===== config.mk =====
export PLATFORM = sky130hd
export DESIGN_NAME = ascon_perm_arbiter
export DESIGN_NICKNAME = d
export VERILOG_FILES = /design/src/rtl/ascon_perm_arbiter.sv
export SDC_FILE = /design/constraint.sdc
export NUM_CORES = 2
export LEC_CHECK = 0
export ABC_CLOCK_PERIOD_IN_PS = 3100
export CORE_AREA = 2 2 749 751
export CTS_CLUSTER_SIZE = 14
export DETAILED_ROUTE_END_ITERATION = 6
export DIE_AREA = 0 0 751 753
export HOLD_SLACK_MARGIN = 0.03
export PLACE_DENSITY = 0.33
export SYNTH_ARGS = -nofsm -noshare
export SYNTH_HDL_FRONTEND = slang
export SYNTH_SLANG_ARGS = --single-unit
export TNS_END_PERCENT = 20

===== constraint.sdc =====
create_clock -name clk -period 3.1 [get_ports clk]
set_input_delay 0.465 -clock clk [delete_from_list [all_inputs] [get_ports clk]]
set_output_delay 0.465 -clock clk [all_outputs]
set_load 0.02 [all_outputs]

===== src/rtl/ascon_perm_arbiter.sv =====
// Round-robin arbiter and sequencer sharing one ASCON permutation core between
// the encryption (port 0) and decryption (port 1) engines, with a run watchdog.
module ascon_perm_arbiter #(
    parameter int STATE_W     = 320,
    parameter int ROUND_W     = 5,
    parameter int MAX_ROUNDS  = 12,
    parameter int TIMEOUT_CYC = 64
) (
    input  logic               clk,
    input  logic               rst,
    input  logic               req0_valid,
    input  logic [STATE_W-1:0] req0_state,
    input  logic [ROUND_W-1:0] req0_rounds,
    output logic               req0_ready,
    input  logic               req1_valid,
    input  logic [STATE_W-1:0] req1_state,
    input  logic [ROUND_W-1:0] req1_rounds,
    output logic               req1_ready,
    output logic               rsp0_valid,
    output logic [STATE_W-1:0] rsp0_state,
    output logic               rsp1_valid,
    output logic [STATE_W-1:0] rsp1_state,
    output logic               perm_start,
    output logic [STATE_W-1:0] perm_state,
    output logic [ROUND_W-1:0] perm_rounds,
    input  logic [STATE_W-1:0] perm_out,
    input  logic               perm_done,
    output logic [1:0]         grant,
    output logic               busy,
    output logic               err
);

    typedef enum logic [2:0] {
        ST_IDLE  = 3'd0,
        ST_CHECK = 3'd1,
        ST_RUN   = 3'd2,
        ST_RESP  = 3'd3,
        ST_ABORT = 3'd4
    } state_t;

    state_t             st_r;
    logic               ptr_r;
    logic               owner_r;
    logic [STATE_W-1:0] lat_state_r;
    logic [ROUND_W-1:0] lat_rounds_r;
    logic [STATE_W-1:0] resp_r;
    logic [6:0]         wd_r;
    logic               perm_start_r;
    logic               busy_r;
    logic [1:0]         grant_r;
    logic [1:0]         rsp_valid_r;

    logic any_s;
    logic win_s;
    logic bad_rounds_s;
    logic timeout_s;
    logic err_s;

    // Round-robin winner: the pointer only matters when both ports are pending
    always_comb begin
        any_s = req0_valid | req1_valid;
        if (req0_valid && req1_valid) begin
            win_s = ptr_r;
        end else if (req1_valid) begin
            win_s = 1'b1;
        end else begin
            win_s = 1'b0;
        end
    end

    // Round-count legality and watchdog expiry decodes
    always_comb begin
        bad_rounds_s = (lat_rounds_r == {ROUND_W{1'b0}}) ||
                       (lat_rounds_r > ROUND_W'(MAX_ROUNDS));
        timeout_s    = (wd_r == 7'(TIMEOUT_CYC - 1));
    end

    // Error pulse: illegal rounds in CHECK, or watchdog expiry with no done in RUN
    always_comb begin
        if (st_r == ST_CHECK) begin
            err_s = bad_rounds_s;
        end else if (st_r == ST_RUN) begin
            err_s = timeout_s & ~perm_done;
        end else begin
            err_s = 1'b0;
        end
    end

    // Accept pulse is combinational so the winner's payload is sampled in the same cycle
    always_comb begin
        if ((st_r == ST_IDLE) && !rst && any_s) begin
            req0_ready = ~win_s;
            req1_ready = win_s;
        end else begin
            req0_ready = 1'b0;
            req1_ready = 1'b0;
        end
    end

    // Sequencer FSM with registered core and response controls
    always_ff @(posedge clk) begin
        if (rst) begin
            st_r         <= ST_IDLE;
            ptr_r        <= 1'b0;
            owner_r      <= 1'b0;
            lat_state_r  <= {STATE_W{1'b0}};
            lat_rounds_r <= {ROUND_W{1'b0}};
            resp_r       <= {STATE_W{1'b0}};
            wd_r         <= 7'd0;
            perm_start_r <= 1'b0;
            busy_r       <= 1'b0;
            grant_r      <= 2'b00;
            rsp_valid_r  <= 2'b00;
        end else begin
            case (st_r)
                ST_IDLE: begin
                    if (any_s) begin
                        owner_r      <= win_s;
                        lat_state_r  <= win_s ? req1_state : req0_state;
                        lat_rounds_r <= win_s ? req1_rounds : req0_rounds;
                        busy_r       <= 1'b1;
                        grant_r      <= win_s ? 2'b10 : 2'b01;
                        st_r         <= ST_CHECK;
                    end
                end
                ST_CHECK: begin
                    if (bad_rounds_s) begin
                        resp_r      <= lat_state_r;
                        rsp_valid_r <= owner_r ? 2'b10 : 2'b01;
                        st_r        <= ST_RESP;
                    end else begin
                        wd_r         <= 7'd0;
                        perm_start_r <= 1'b1;
                        st_r         <= ST_RUN;
                    end
                end
                ST_RUN: begin
                    if (perm_done) begin
                        resp_r       <= perm_out;
                        rsp_valid_r  <= owner_r ? 2'b10 : 2'b01;
                        perm_start_r <= 1'b0;
                        st_r         <= ST_RESP;
                    end else if (timeout_s) begin
                        perm_start_r <= 1'b0;
                        st_r         <= ST_ABORT;
                    end else if (wd_r != 7'h7f) begin
                        wd_r <= wd_r + 7'd1;
                    end
                end
                ST_RESP, ST_ABORT: begin
                    rsp_valid_r <= 2'b00;
                    busy_r      <= 1'b0;
                    grant_r     <= 2'b00;
                    ptr_r       <= ~ptr_r;
                    st_r        <= ST_IDLE;
                end
                default: begin
                    perm_start_r <= 1'b0;
                    busy_r       <= 1'b0;
                    grant_r      <= 2'b00;
                    rsp_valid_r  <= 2'b00;
                    st_r         <= ST_IDLE;
                end
            endcase
        end
    end

    assign rsp0_valid  = rsp_valid_r[0];
    assign rsp1_valid  = rsp_valid_r[1];
    assign rsp0_state  = rsp_valid_r[0] ? resp_r : {STATE_W{1'b0}};
    assign rsp1_state  = rsp_valid_r[1] ? resp_r : {STATE_W{1'b0}};
    assign perm_start  = perm_start_r;
    assign perm_state  = lat_state_r;
    assign perm_rounds = lat_rounds_r;
    assign grant       = grant_r;
    assign busy        = busy_r;
    assign err         = err_s;

endmodule


### Word level (Yosys, flattened, before mapping)

Cells that the tools add are included.

* memories kept: 0
* logic and storage cells: 89
* latch bits: 0
* memory bits (writable): 0
* ROM bits: 0
* flip-flop bits (word level): 663
* output and inout bits: 974

* muxes and demuxes: 36
* multipliers: 0
* $lt $le $gt $ge: 1
* equal/unequal tests: 14
* bitwise operators: 8
* $add $sub $neg: 1
* reductions and logical operators: 18
* divide/modulo/power cells: 0
* shift operators: 0

Operators with widths (number)
* two-way mux 320 bit: 5
* one-hot mux 320 bit (2 select lines): 1
* two-way mux 7 bit: 4
* one-hot mux 7 bit (2 select lines): 1
* inequality test 2 bit, second input constant: 6
* two-way mux 1 bit: 11
* two-way mux 2 bit: 5
* two-way mux 3 bit: 3
* one-hot mux 3 bit (3 select lines): 1
* AND reduction 3 bit: 3
* adder 7 x 1 -> 7 bit, second input constant: 1
* equality test 7 x 6 -> 1 bit, second input constant: 1
* inequality test 7 bit, second input constant: 1
* equality test 3 x 2 -> 1 bit, second input constant: 2
* NOT 1 bit: 6
* one-hot mux 2 bit (3 select lines): 1
* AND reduction 2 bit: 3
* > comparator 5 x 4 -> 1 bit, second input constant: 1
* logical NOT 5 bit: 1
* two-way mux 5 bit: 1
* AND reduction 5 bit: 1
* one-hot mux 2 bit (2 select lines): 1
* OR reduction 2 bit: 2
* equality test 3 x 1 -> 1 bit, second input constant: 1
* 13 further kinds: 15

### Longest topological paths before layout

* depth in word-level cells: 5
* mapped depth: 9
* depth with buffers taken out: 5

### Worst setup path after synthesis

No wires, ideal clock.

* path type: reg-to-output
* start point: register lat_rounds_r[0], in the netlist perm_rounds[0]
* end point: output err
* cell stages (with the launch flop): 7
* data required time: 2.635 ns
* data arrival time: 1.840 ns
* slack: 0.795 ns
* path through: dfxtp_1 > or4_1 > a31oi_1 > buf_4 > buf_4 > buf_2 > o21bai_1

* cells in the longest elaborated chain, start to end: 3
* elaborated cells between the ends (all ways): 4
* those cells by class: 1 x order compare; 1 x mux; 2 x reduce/logical

Ends and longest elaborated chain
* start: declaration: RTL line 45 `logic [ROUND_W-1:0] lat_rounds_r;`
* start signal: assignment: RTL line 107 `lat_rounds_r <= {ROUND_W{1'b0}};`
* start signal: assignment: RTL line 120 `lat_rounds_r <= win_s ? req1_rounds : req0_rounds;`
* > comparator 5 x 4 -> 1 bit / logical NOT 5 bit (equally long branches): RTL line 74, 73
* logical OR 1 bit (*): RTL line 73 `bad_rounds_s = (lat_rounds_r == {ROUND_W{1'b0}}) ||`
* two-way mux 1 bit (*): RTL line 80 `if (st_r == ST_CHECK) begin`
* end: declaration: RTL line 30 `output logic err`

Every way passes the cells marked *; elsewhere a longest branch is shown, timed or not.

### Worst setup path after layout

* start point: register lat_rounds_r[1], in the netlist perm_rounds[1]
* end point: output err

Same word-level chain as after synthesis.

==> results.py <==
metrics = {
    "run_status": {
        "status": "finished clean",
    },
    "drt": {
        "drc": 0,
        "drtIter0Drc": 3378,
        "vias": 44600,
        "drtPass1Iterations": 5,
        "avgViaCountPerCell": 3.18,
        "postRouteAntennaNets": 0,
        "avgRoutedWirePerCell_um": 30.6,
        "finalWirelength_um": 429000,
    },
    "logic_synthesis": {
        "synth-seq-cells": 663,
        "yosysSeqAreaShare_pct": 40.0,
        "syn_area_per_cell_um2": 7.47,
        "synth-edff-count": 0,
        "yosys_most_used_dff": "dfxtp_1",
        "synthesis.nets": 5425,
        "synth-async-reset-ratio_pct": 0,
        "ys_warn_count": 0,
        "synth_cell_types": 40,
        "synthCells": 4449,
        "synth_area_um2": 33200,
    },
    "worst_setup_path": {
        "cp_max_fo": 4,
        "start_kind": "flip-flop",
        "crit_family": "simple AND/OR/NAND/NOR gates",
        "worstPathRequired_ns": 2.63,
        "worst-path-buf-inv": 3,
        "cp_cell_sequence": "or4_4, a31oi_4, buf_12, o21bai_1, buf_4, buf_6",
        "critical_path_arrival_ns": 2.57,
        "ff2ff_setup_slack_ns": 0.32,
        "crit_path_end_kind": "output pin",
        "critPathKind": "reg -> out",
        "slowest_stage": "or4_4",
        "cp_slowest_stage_delay_ns": 0.56,
    },
    "grt": {
        "antenna_found_initial": 303,
        "grt_max_degree": 87,
        "grt_overflow": 0,
        "grt_pass1_vias": 43600,
        "grt_pass1_wl_um": 529000,
        "globalRouteTotalUtil_pct": 14.5,
    },
    "timing": {
        "rsz0062_at_grt": "true",
        "min_period_ns": 3.03,
        "fmax_ghz": 0.330,
        "final_max_slew_viol_count": 0,
        "fin_crit_sh_pct": 97.8,
        "hold_viol": 0,
        "hold_ws_ns": 0.164,
        "worstMarginPinSlew_ns": 0.958,
        "fin_skew_ns": 0.0801,
        "relSlewSlack_pct": 36.1,
        "setup_viol": 0,
    },
    "clock_tree": {
        "tritoncts": "built",
        "cts_buffers": 102,
        "cts_sinks": 663,
        "clk_pin_slew_ns": 0.08,
        "cts-root-buf": "clkbuf_16",
        "cts_max_level": 3,
        "insertion_delay_ns": 0.87,
        "clockBufferDepth": 4,
    },
    "placement": {
        "io_buffer_count": 1948,
        "dp_hpwl_um": 373000,
        "placedInstanceArea_um2": 65300,
        "place.gp.congestion": 0.880,
    },
    "power_and_ir_drop": {
        "seq_power_share_pct": 35.2,
        "power.total_w": 0.0445,
        "p_int_w": 0.0244,
        "p_leak_nw": 25.0,
        "power_density_nw_per_um2": 646,
        "ir_drop_uv": 401,
        "combPwrFrac_pct": 37.8,
        "p_sw_w": 0.0200,
        "p_clk_share_pct": 27.0,
        "switching_share_pct": 45.0,
    },
    "run": {
        "cap_viol_max_count": 0,
    },
    "floorplan": {
        "start_util_pct": 5.95,
        "die_w_um": 751,
        "ios": 1949,
        "rows": 275,
        "die-area_um2": 566000,
        "coreArea_um2": 558000,
        "fp.dieH_um": 753,
    },
    "cells_and_area": {
        "finalInstanceArea_um2": 68800,
        "drive_gt1_share_pct": 13.1,
        "areaGrowthSynthToFinish_pct": 107,
        "nets": 7375,
    },
    "worst_hold_path": {
        "hold_path.class": "in -> reg",
    },
}
[final cells by class]
| type | instances | area [µm²] |
|---|---|---|
| tap | 7479 | 9360 |
| timing repair buffer | 2319 | 24800 |
| fill | 64700 | 490000 |
| antenna | 73 | 183 |
| clock inverter | 34 | 325 |
| sequential | 663 | 13300 |
| multi-input combinational | 3307 | 17900 |
| inverter | 6 | 22.5 |
| clock buffer | 145 | 2910 |
[sequential cells by signal (all words and copies together), names as in the netlist]
register     flops
grant            2
wd_r             7
st_r             3
busy             1
perm_state     320
perm_rounds      5
rsp_valid_r      2
owner_r          1
resp_r         320
perm_start       1
ptr_r            1
[cells in the final DEF, fill, tap and decap left out, drive strengths merged, types with 4 or more instances in the layout]
cell,instances
or4,4
clkinvlp,5
diode,73
nor3,325
nor2,335
a21oi,9
o21ai,7
clkinv,19
dfxtp,663
clkdlybuf4s50,1423
buf,667
nand2,1300
inv,13
dlygate4sd2,190
a311oi,646
and2,640
clkbuf,145
dlymetal6s2s,36
[power groups by stage]
stage	registers, W	clock network (W)	logic [W]
3_3_place_gp	0.0160	0	0.0169
3_5_place_dp	0.0160	0	0.0169
6_report	0.0156	0.0120	0.0168
5_1_grt	0.0158	0.0127	0.0180
2_1_floorplan	0.0132	0	0.00649
4_1_cts	0.0158	0.0125	0.0171
[repair_timing]
item	CTS	global route
endpoints found under the setup margin	471	45
endpoints found under the hold margin	2	0
gates resized for setup	219	39
cloned	1	0
hold buffers	2	0
setup buffers	9	3
pin swaps	3	0
[routing by layer]
layer	global-route usage [%]	vias to the layer above	part of all wire, %
met1	18.0	21900	42
met5	0	-	0.19
met4	2.95	126	2.5
li1	-	19500	-
met3	6.44	552	12
met2	23.2	2569	44
[stage by stage]
stage / setup TNS, ns / setup slack (ns) / util [%] / std cells
5_1_grt: -0.364 / -0.0831 / 12.3 / 14000
4_1_cts: -3.68 / -0.163 / 12.3 / 14000
3_5_place_dp: -14.15 / -0.333 / 11.7 / 13800
2_1_floorplan: 0 / 0.795 / - / 4449
6_report: 0 / 0.0694 / 12.3 / 14000
3_3_place_gp: -18.98 / -0.411 / 11.7 / 13800
[logic make-up (layout without fill, tap and decap cells)]
| family | after synthesis | count (layout) | share of synthesized area [%] |
|---|---|---|---|
| mux | 2 | 2 | 0.0603 |
| compound gates | 682 | 682 | 17.8 |
| simple gates | 2621 | 2621 | 35.9 |
| xor+xnor | 1 | 1 | 0.0264 |
| other cells | 0 | 73 | 0 |
| buf+inv | 479 | 2504 | 6.26 |
| flops | 663 | 663 | 40.0 |
| fa+ha+maj | 1 | 1 | 0.0377 |
[final timing paths]
check | from | endpoint | cells past startpoint
setup / recovery | perm_rounds[1] | err | 6
hold / removal | perm_out[43] | resp_r[43] | 3
hold reg to reg | perm_start | perm_start | 2
setup reg to reg | perm_rounds[1] | resp_r[125] | 7
[synthesized netlist by cell type, types with 3 or more instances]
cell / number / area share, %
nor2_1: 335 / 3.8
buf_1: 8 / 0.090
nand2_1: 1300 / 15
inv_1: 6 / 0.068
or3_1: 3 / 0.057
dfxtp_1: 663 / 40
o21ai_0: 7 / 0.11
a311oi_1: 646 / 17
nor3_1: 325 / 4.9
a211oi_1: 3 / 0.068
nor3b_1: 3 / 0.068
buf_4: 51 / 1.2
a21oi_1: 9 / 0.14
or4_1: 4 / 0.090
buf_2: 72 / 1.1
clkbuf_1: 341 / 3.9
nand3_1: 3 / 0.045
and2_1: 640 / 12
[worst register-to-register path, stage by stage, from the launching register on]
cell,delay (ns)
dfxtp_4,0.40
or4_4,0.57
a31oi_4,0.21
buf_4,0.22
buf_12,0.13
buf_12,0.17
nor3_1,0.36
a311oi_1,0.51
No activity file was read; power rests on OpenSTA's default activity.
